`config.mk`:
```
export PLATFORM = sky130hd
export DESIGN_NAME = regfile_mp
export DESIGN_NICKNAME = d
export VERILOG_FILES = /design/src/rtl/regfile_mp_pkg.sv /design/src/rtl/regfile_mp_rdport.sv /design/src/rtl/regfile_mp.sv
export SDC_FILE = /design/constraint.sdc
export NUM_CORES = 2
export LEC_CHECK = 0
export CAP_MARGIN = 5
export CORE_MARGIN = 2
export CORE_UTILIZATION = 40
export DETAILED_ROUTE_END_ITERATION = 7
export DONT_BUFFER_PORTS = 1
export SLEW_MARGIN = 20
export SYNTH_ARGS = -nofsm -noshare
export SYNTH_HDL_FRONTEND = slang
export SYNTH_HIERARCHICAL = 1
export SYNTH_SLANG_ARGS = --single-unit
```
`constraint.sdc`:
```
create_clock -name clk -period 2.7 [get_ports clk]
set_clock_uncertainty 0.1 [all_clocks]
set_input_delay 0.405 -clock clk [delete_from_list [all_inputs] [get_ports clk]]
set_output_delay 0.405 -clock clk [all_outputs]
set_load 0.03 [all_outputs]
```
`src/rtl/regfile_mp_pkg.sv`:
```
// Shared constants, address-width helper and write-port bundle for regfile_mp.
// Include-free; imported by every regfile_mp file.
package regfile_mp_pkg;

  localparam int DATA_W_D = 32;
  localparam int NREGS_D  = 16;
  localparam int PC_IDX_D = 15;

  function automatic int addr_w(input int n);
    return $clog2(n);
  endfunction

  typedef struct packed {
    logic                         we;
    logic [addr_w(NREGS_D)-1:0]   wa;
    logic [DATA_W_D-1:0]          wd;
  } wr_port_t;

endpackage

```
`src/rtl/regfile_mp_rdport.sv`:
```
// One read port: storage mux, PC substitution and busy lookup.
// Same-cycle write forwarding is compiled in with `define REGFILE_MP_BYPASS_EN.
module regfile_mp_rdport
  import regfile_mp_pkg::*;
#(
  parameter int  DATA_W = DATA_W_D,
  parameter int  NREGS  = NREGS_D,
  parameter int  PC_IDX = PC_IDX_D,
  localparam int AW     = addr_w(NREGS)
) (
  input  logic [AW-1:0]     ra,
  input  logic [DATA_W-1:0] regs [NREGS],
  input  logic [NREGS-1:0]  busy,
  input  logic [DATA_W-1:0] pc_in,
  input  logic              we_a,
  input  logic [AW-1:0]     wa_a,
  input  logic [DATA_W-1:0] wd_a,
  input  logic              we_b,
  input  logic [AW-1:0]     wa_b,
  input  logic [DATA_W-1:0] wd_b,
  output logic [DATA_W-1:0] rd,
  output logic              rd_busy
);

  localparam logic [AW-1:0] PC_A = AW'(PC_IDX);

`ifdef REGFILE_MP_BYPASS_EN
  logic hit_a_s;
  logic hit_b_s;
  assign hit_a_s = we_a && (wa_a == ra);
  assign hit_b_s = we_b && (wa_b == ra);
`else
  logic unused_s;
  assign unused_s = ^{we_a, wa_a, wd_a, we_b, wa_b, wd_b};
`endif

  // Read mux: PC alias first, then forwarded write data, then storage.
  always_comb begin
    rd      = regs[ra];
    rd_busy = busy[ra];
    if (ra == PC_A) begin
      rd      = pc_in;
      rd_busy = 1'b0;
    end
`ifdef REGFILE_MP_BYPASS_EN
    else if (hit_a_s) begin
      rd      = wd_a;
      rd_busy = 1'b0;
    end else if (hit_b_s) begin
      rd      = wd_b;
      rd_busy = 1'b0;
    end
`endif
    else begin
      rd      = regs[ra];
      rd_busy = busy[ra];
    end
  end

endmodule

```
`src/rtl/regfile_mp.sv`:
```
// Multi-port register file: two prioritised write ports, busy scoreboard, PC alias.
// Optional same-cycle forwarding: `define REGFILE_MP_BYPASS_EN.
module regfile_mp
  import regfile_mp_pkg::*;
#(
  parameter int  DATA_W = DATA_W_D,
  parameter int  NREGS  = NREGS_D,
  parameter int  NRD    = 2,
  parameter int  PC_IDX = PC_IDX_D,
  localparam int AW     = addr_w(NREGS)
) (
  input  logic                  clk,
  input  logic                  rst_n,
  input  logic [NRD*AW-1:0]     ra,
  output logic [NRD*DATA_W-1:0] rd,
  output logic [NRD-1:0]        rd_busy,
  input  logic                  we_a,
  input  logic [AW-1:0]         wa_a,
  input  logic [DATA_W-1:0]     wd_a,
  input  logic                  we_b,
  input  logic [AW-1:0]         wa_b,
  input  logic [DATA_W-1:0]     wd_b,
  input  logic                  iss_valid,
  input  logic [AW-1:0]         iss_addr,
  input  logic [DATA_W-1:0]     pc_in,
  output logic                  wr_collision,
  output logic                  pc_wr_err
);

  localparam logic [AW-1:0] PC_A = AW'(PC_IDX);

  logic [DATA_W-1:0] regs_r [NREGS];
  logic [NREGS-1:0]  busy_r;
  logic [NREGS-1:0]  busy_nxt_s;
  logic              wr_collision_r;
  logic              pc_wr_err_r;

  logic wea_s;
  logic web_s;
  logic coll_s;
  logic pc_hit_s;

  // PC writes are dropped; port B yields to port A on an address clash.
  assign pc_hit_s = (we_a && (wa_a == PC_A)) || (we_b && (wa_b == PC_A));
  assign coll_s   = we_a && we_b && (wa_a == wa_b);
  assign wea_s    = we_a && (wa_a != PC_A);
  assign web_s    = we_b && (wa_b != PC_A) && !coll_s;

  // Scoreboard next state: a new issue overrides a same-cycle writeback clear.
  always_comb begin
    busy_nxt_s = busy_r;
    for (int i = 0; i < NREGS; i++) begin
      busy_nxt_s[i] = (iss_valid && (iss_addr == AW'(i)) && (iss_addr != PC_A)) ||
                      (busy_r[i] && !((wea_s && (wa_a == AW'(i))) ||
                                      (web_s && (wa_b == AW'(i)))));
    end
  end

  // Storage, scoreboard and error pulse registers.
  always_ff @(posedge clk) begin
    if (!rst_n) begin
      for (int i = 0; i < NREGS; i++) begin
        regs_r[i] <= '0;
      end
      busy_r         <= '0;
      wr_collision_r <= 1'b0;
      pc_wr_err_r    <= 1'b0;
    end else begin
      for (int i = 0; i < NREGS; i++) begin
        if (wea_s && (wa_a == AW'(i))) begin
          regs_r[i] <= wd_a;
        end else if (web_s && (wa_b == AW'(i))) begin
          regs_r[i] <= wd_b;
        end else begin
          regs_r[i] <= regs_r[i];
        end
      end
      busy_r         <= busy_nxt_s;
      wr_collision_r <= coll_s;
      pc_wr_err_r    <= pc_hit_s;
    end
  end

  assign wr_collision = wr_collision_r;
  assign pc_wr_err    = pc_wr_err_r;

  for (genvar g = 0; g < NRD; g++) begin : g_rd
    regfile_mp_rdport #(
      .DATA_W (DATA_W),
      .NREGS  (NREGS),
      .PC_IDX (PC_IDX)
    ) u_rdport (
      .ra      (ra[g*AW +: AW]),
      .regs    (regs_r),
      .busy    (busy_r),
      .pc_in   (pc_in),
      .we_a    (we_a),
      .wa_a    (wa_a),
      .wd_a    (wd_a),
      .we_b    (we_b),
      .wa_b    (wa_b),
      .wd_b    (wd_b),
      .rd      (rd[g*DATA_W +: DATA_W]),
      .rd_busy (rd_busy[g])
    );
  end

endmodule

```
==> impl_metrics.csv <==
group,metric,value,unit
outcome,status,"complete, but fails checks",
outcome,failed_checks,"setup timing",
sta,slew_viol_final,0,
power_and_ir_drop,power.leakage,12.51,nW
floorplanning,die_area,78330,um^2
power_and_ir_drop,power.share.switching,27.55,%
detailed_routing,drtIter0Drc,4682,
sta,max_slew_margin,20.82,%
detailed_routing,drt_wl_total,138700,um
detailed_routing,drcViolationCount,0,
critical_path,slowest_stage,"mux4_2",
detailed_routing,first_pass_iters,6,
critical_path,cp.buffers_inverters,1,
floorplanning,rows,101,
detailed_routing,ant_nets,0,
final_layout,syn_to_final_growth,22.11,%
sta,fmaxAchievable,358.4,MHz
critical_path,worstPathCellList,"mux4_2, o211ai_1, o31ai_2, buf_4",
critical_path,slowest_delay,0.47,ns
final_layout,final_cell_mix,"nand2_1 (969), dfxtp_1 (496), o21ai_0 (482), a31oi_1 (482), dlygate4sd3_1 (389)",
grt,grt_overflow,0,
critical_path,r2r-start,"regs_r[211]$_SDFFE_PN0P_",
final_layout,fin_util,49.11,%
synth,synthCells,3740,
critical_path,cp_max_fo,3,
critical_path,regToRegSetupSlack,1.35,ns
cts,clkTransAtPathRegs,0.07,ns
power_and_ir_drop,p_clk_share,43.3,%
sta,hold_viol_final,0,
final_layout,final_common_cell,"nand2_1",
cts,cts_buffer_depth,3,
sta,worst_slew_pin_slew,1.185,ns
critical_path,cpLargestDelayFamily,"compound AO/OA/AOI/OAI gates",
floorplanning,fp.coreArea,75700,um^2
grt,grt_max_degree,317,
sta,setup_ws,-0.09042,ns
final_layout,fin_nets,4010,
critical_path,crit_path_end,"rd[46]",
floorplanning,die_w,279.9,um
critical_path,cp.depth,4,
detailed_routing,viasPerCell,6.677,
place,dp_hpwl,75410,um
cts,tritoncts.num_buffers,55,
grt,antenna_found_initial,21,
run,cap_violations,0,
critical_path,r2r_end,"regs_r[211]$_SDFFE_PN0P_",
power_and_ir_drop,seq_power_share,41.0,%
synth,ys_warn_count,6,
sta,period_share,103.3,%
grt,grt_pass1_vias,30370,
power_and_ir_drop,ir_worst_vdd,478.8,uV
synth,syn_area_per_cell,8.140,um^2
critical_path,crit_required,2.19,ns
final_layout,fillers,6982,
critical_path,cp-startpoint,"regs_r[142]$_SDFFE_PN0P_",
floorplanning,die_y,279.9,um
cts,htreeDepth,2,
place,gp_congestion,0.8657,
place,port_buffers,0,
critical_path,reg2regPathDepth,3,
critical_path,worst_setup_path_end_kind,"primary output",
power_and_ir_drop,power_density,507.5,nW/um^2
worst_hold_path,hold_class,"in2reg",
sta,period_needed,2.790,ns
power_and_ir_drop,comb_power_share,15.6,%
critical_path,cp.arrival,2.29,ns
synth,synth_fp_nets,3861,
floorplanning,pin_count,189,
grt,grt_use_total,34.12,%
cts,clock-sinks,497,
detailed_routing,vias,32890,
final_layout,drive_gt1_share,12.59,%
synth,synth_area,30440,um^2
place,pre_cts_ws,0.2642,ns
critical_path,path_class,"reg2out",
detailed_routing,drt-wirelength-per-cell,28.16,um
grt,grt_pass1_wl,201700,um
sta,setup_violations,2,
cts,clk-insertion-delay-late,0.63,ns
sta,whs,0.03653,ns
cts,tritoncts,"done",
power_and_ir_drop,switching_power,5.198,mW
floorplanning,initial_utilization,40.22,%
cts,root_buffer,"clkbuf_16",
sta,tns,-0.1050,ns
sta,grt_setup_unrepaired,"yes",
critical_path,cp-start-kind,"flip-flop",
power_and_ir_drop,p_int,13.67,mW
flip-flops by register name (all words and copies together), names as in the netlist:
name and flops:
pc_wr_err 1, regs_r 480, wr_collision 1, busy_r 15
how the worst min path moves through the flow:
stage	startpoint	endpoint	slack, ns	cells after the start
after global routing	rst_n	regs_r[149]$_SDFFE_PN0P_	0.02	2
after CTS	iss_addr[2]	busy_r[12]$_SDFF_PN0_	0.03	3
final	iss_valid	busy_r[12]$_SDFF_PN0_	0.04	3
after floorplan	regs_r[190]$_SDFFE_PN0P_	regs_r[190]$_SDFFE_PN0P_	0.35	2
after global placement	regs_r[190]$_SDFFE_PN0P_	regs_r[190]$_SDFFE_PN0P_	0.36	2
after detailed placement	regs_r[158]$_SDFFE_PN0P_	regs_r[158]$_SDFFE_PN0P_	0.37	2
worst min-delay path, cell delays in order:
cell      delay (ns)
nand3b_1        0.13
nand2b_1        0.12
a21boi_0        0.06
cell type report:
type / instances / area (um^2) / area share, %
Sequential cell: 497 / 9951 / 26.77
Tap cell: 978 / 1224 / 3.292
Timing Repair Buffer: 545 / 5673 / 15.26
Antenna cell: 16 / 40.04 / 0.1077
Clock buffer: 83 / 1694 / 4.557
Multi-Input combinational cell: 2790 / 18380 / 49.44
Clock inverter: 17 / 215.2 / 0.5789
power groups by stage:
| stage | Combinational, mW | Clock (mW) | Sequential (mW) |
|---|---|---|---|
| after floorplan | 1.91 | 0 | 7.84 |
| after detailed placement | 2.08 | 0 | 7.89 |
| final | 2.95 | 8.17 | 7.74 |
| after CTS | 2.83 | 8.16 | 7.73 |
| after global routing | 3.07 | 8.46 | 7.76 |
| after global placement | 2.06 | 0 | 7.89 |
metrics by stage:
step | power (mW) | cells | instance area, um^2
6_report | 18.87 | 4926 | 37170
5_1_grt | 19.30 | 4915 | 37150
4_1_cts | 18.72 | 4910 | 37070
3_5_place_dp | 9.972 | 4420 | 31190
3_3_place_gp | 9.945 | 4420 | 31190
2_1_floorplan | 9.755 | 3740 | 30440
metal layers:
layer	track usage [%]	vias to the layer above	routed length, um
met3	10.97	498	19070
li1	-	14050	-
met1	45.59	15940	54350
met4	17.04	20	7613
met5	0	-	131
met2	49.28	2381	57540
timing repair:
action / CTS / global route
gates cloned: 0 / 0
endpoints found under the setup margin: 9 / 13
gates resized for setup: 10 / 11
hold endpoints to repair: 497 / 0
setup buffers: 0 / 0
pin swaps: 2 / 4
hold buffers: 390 / 0
No activity file was read; power rests on OpenSTA's default activity.
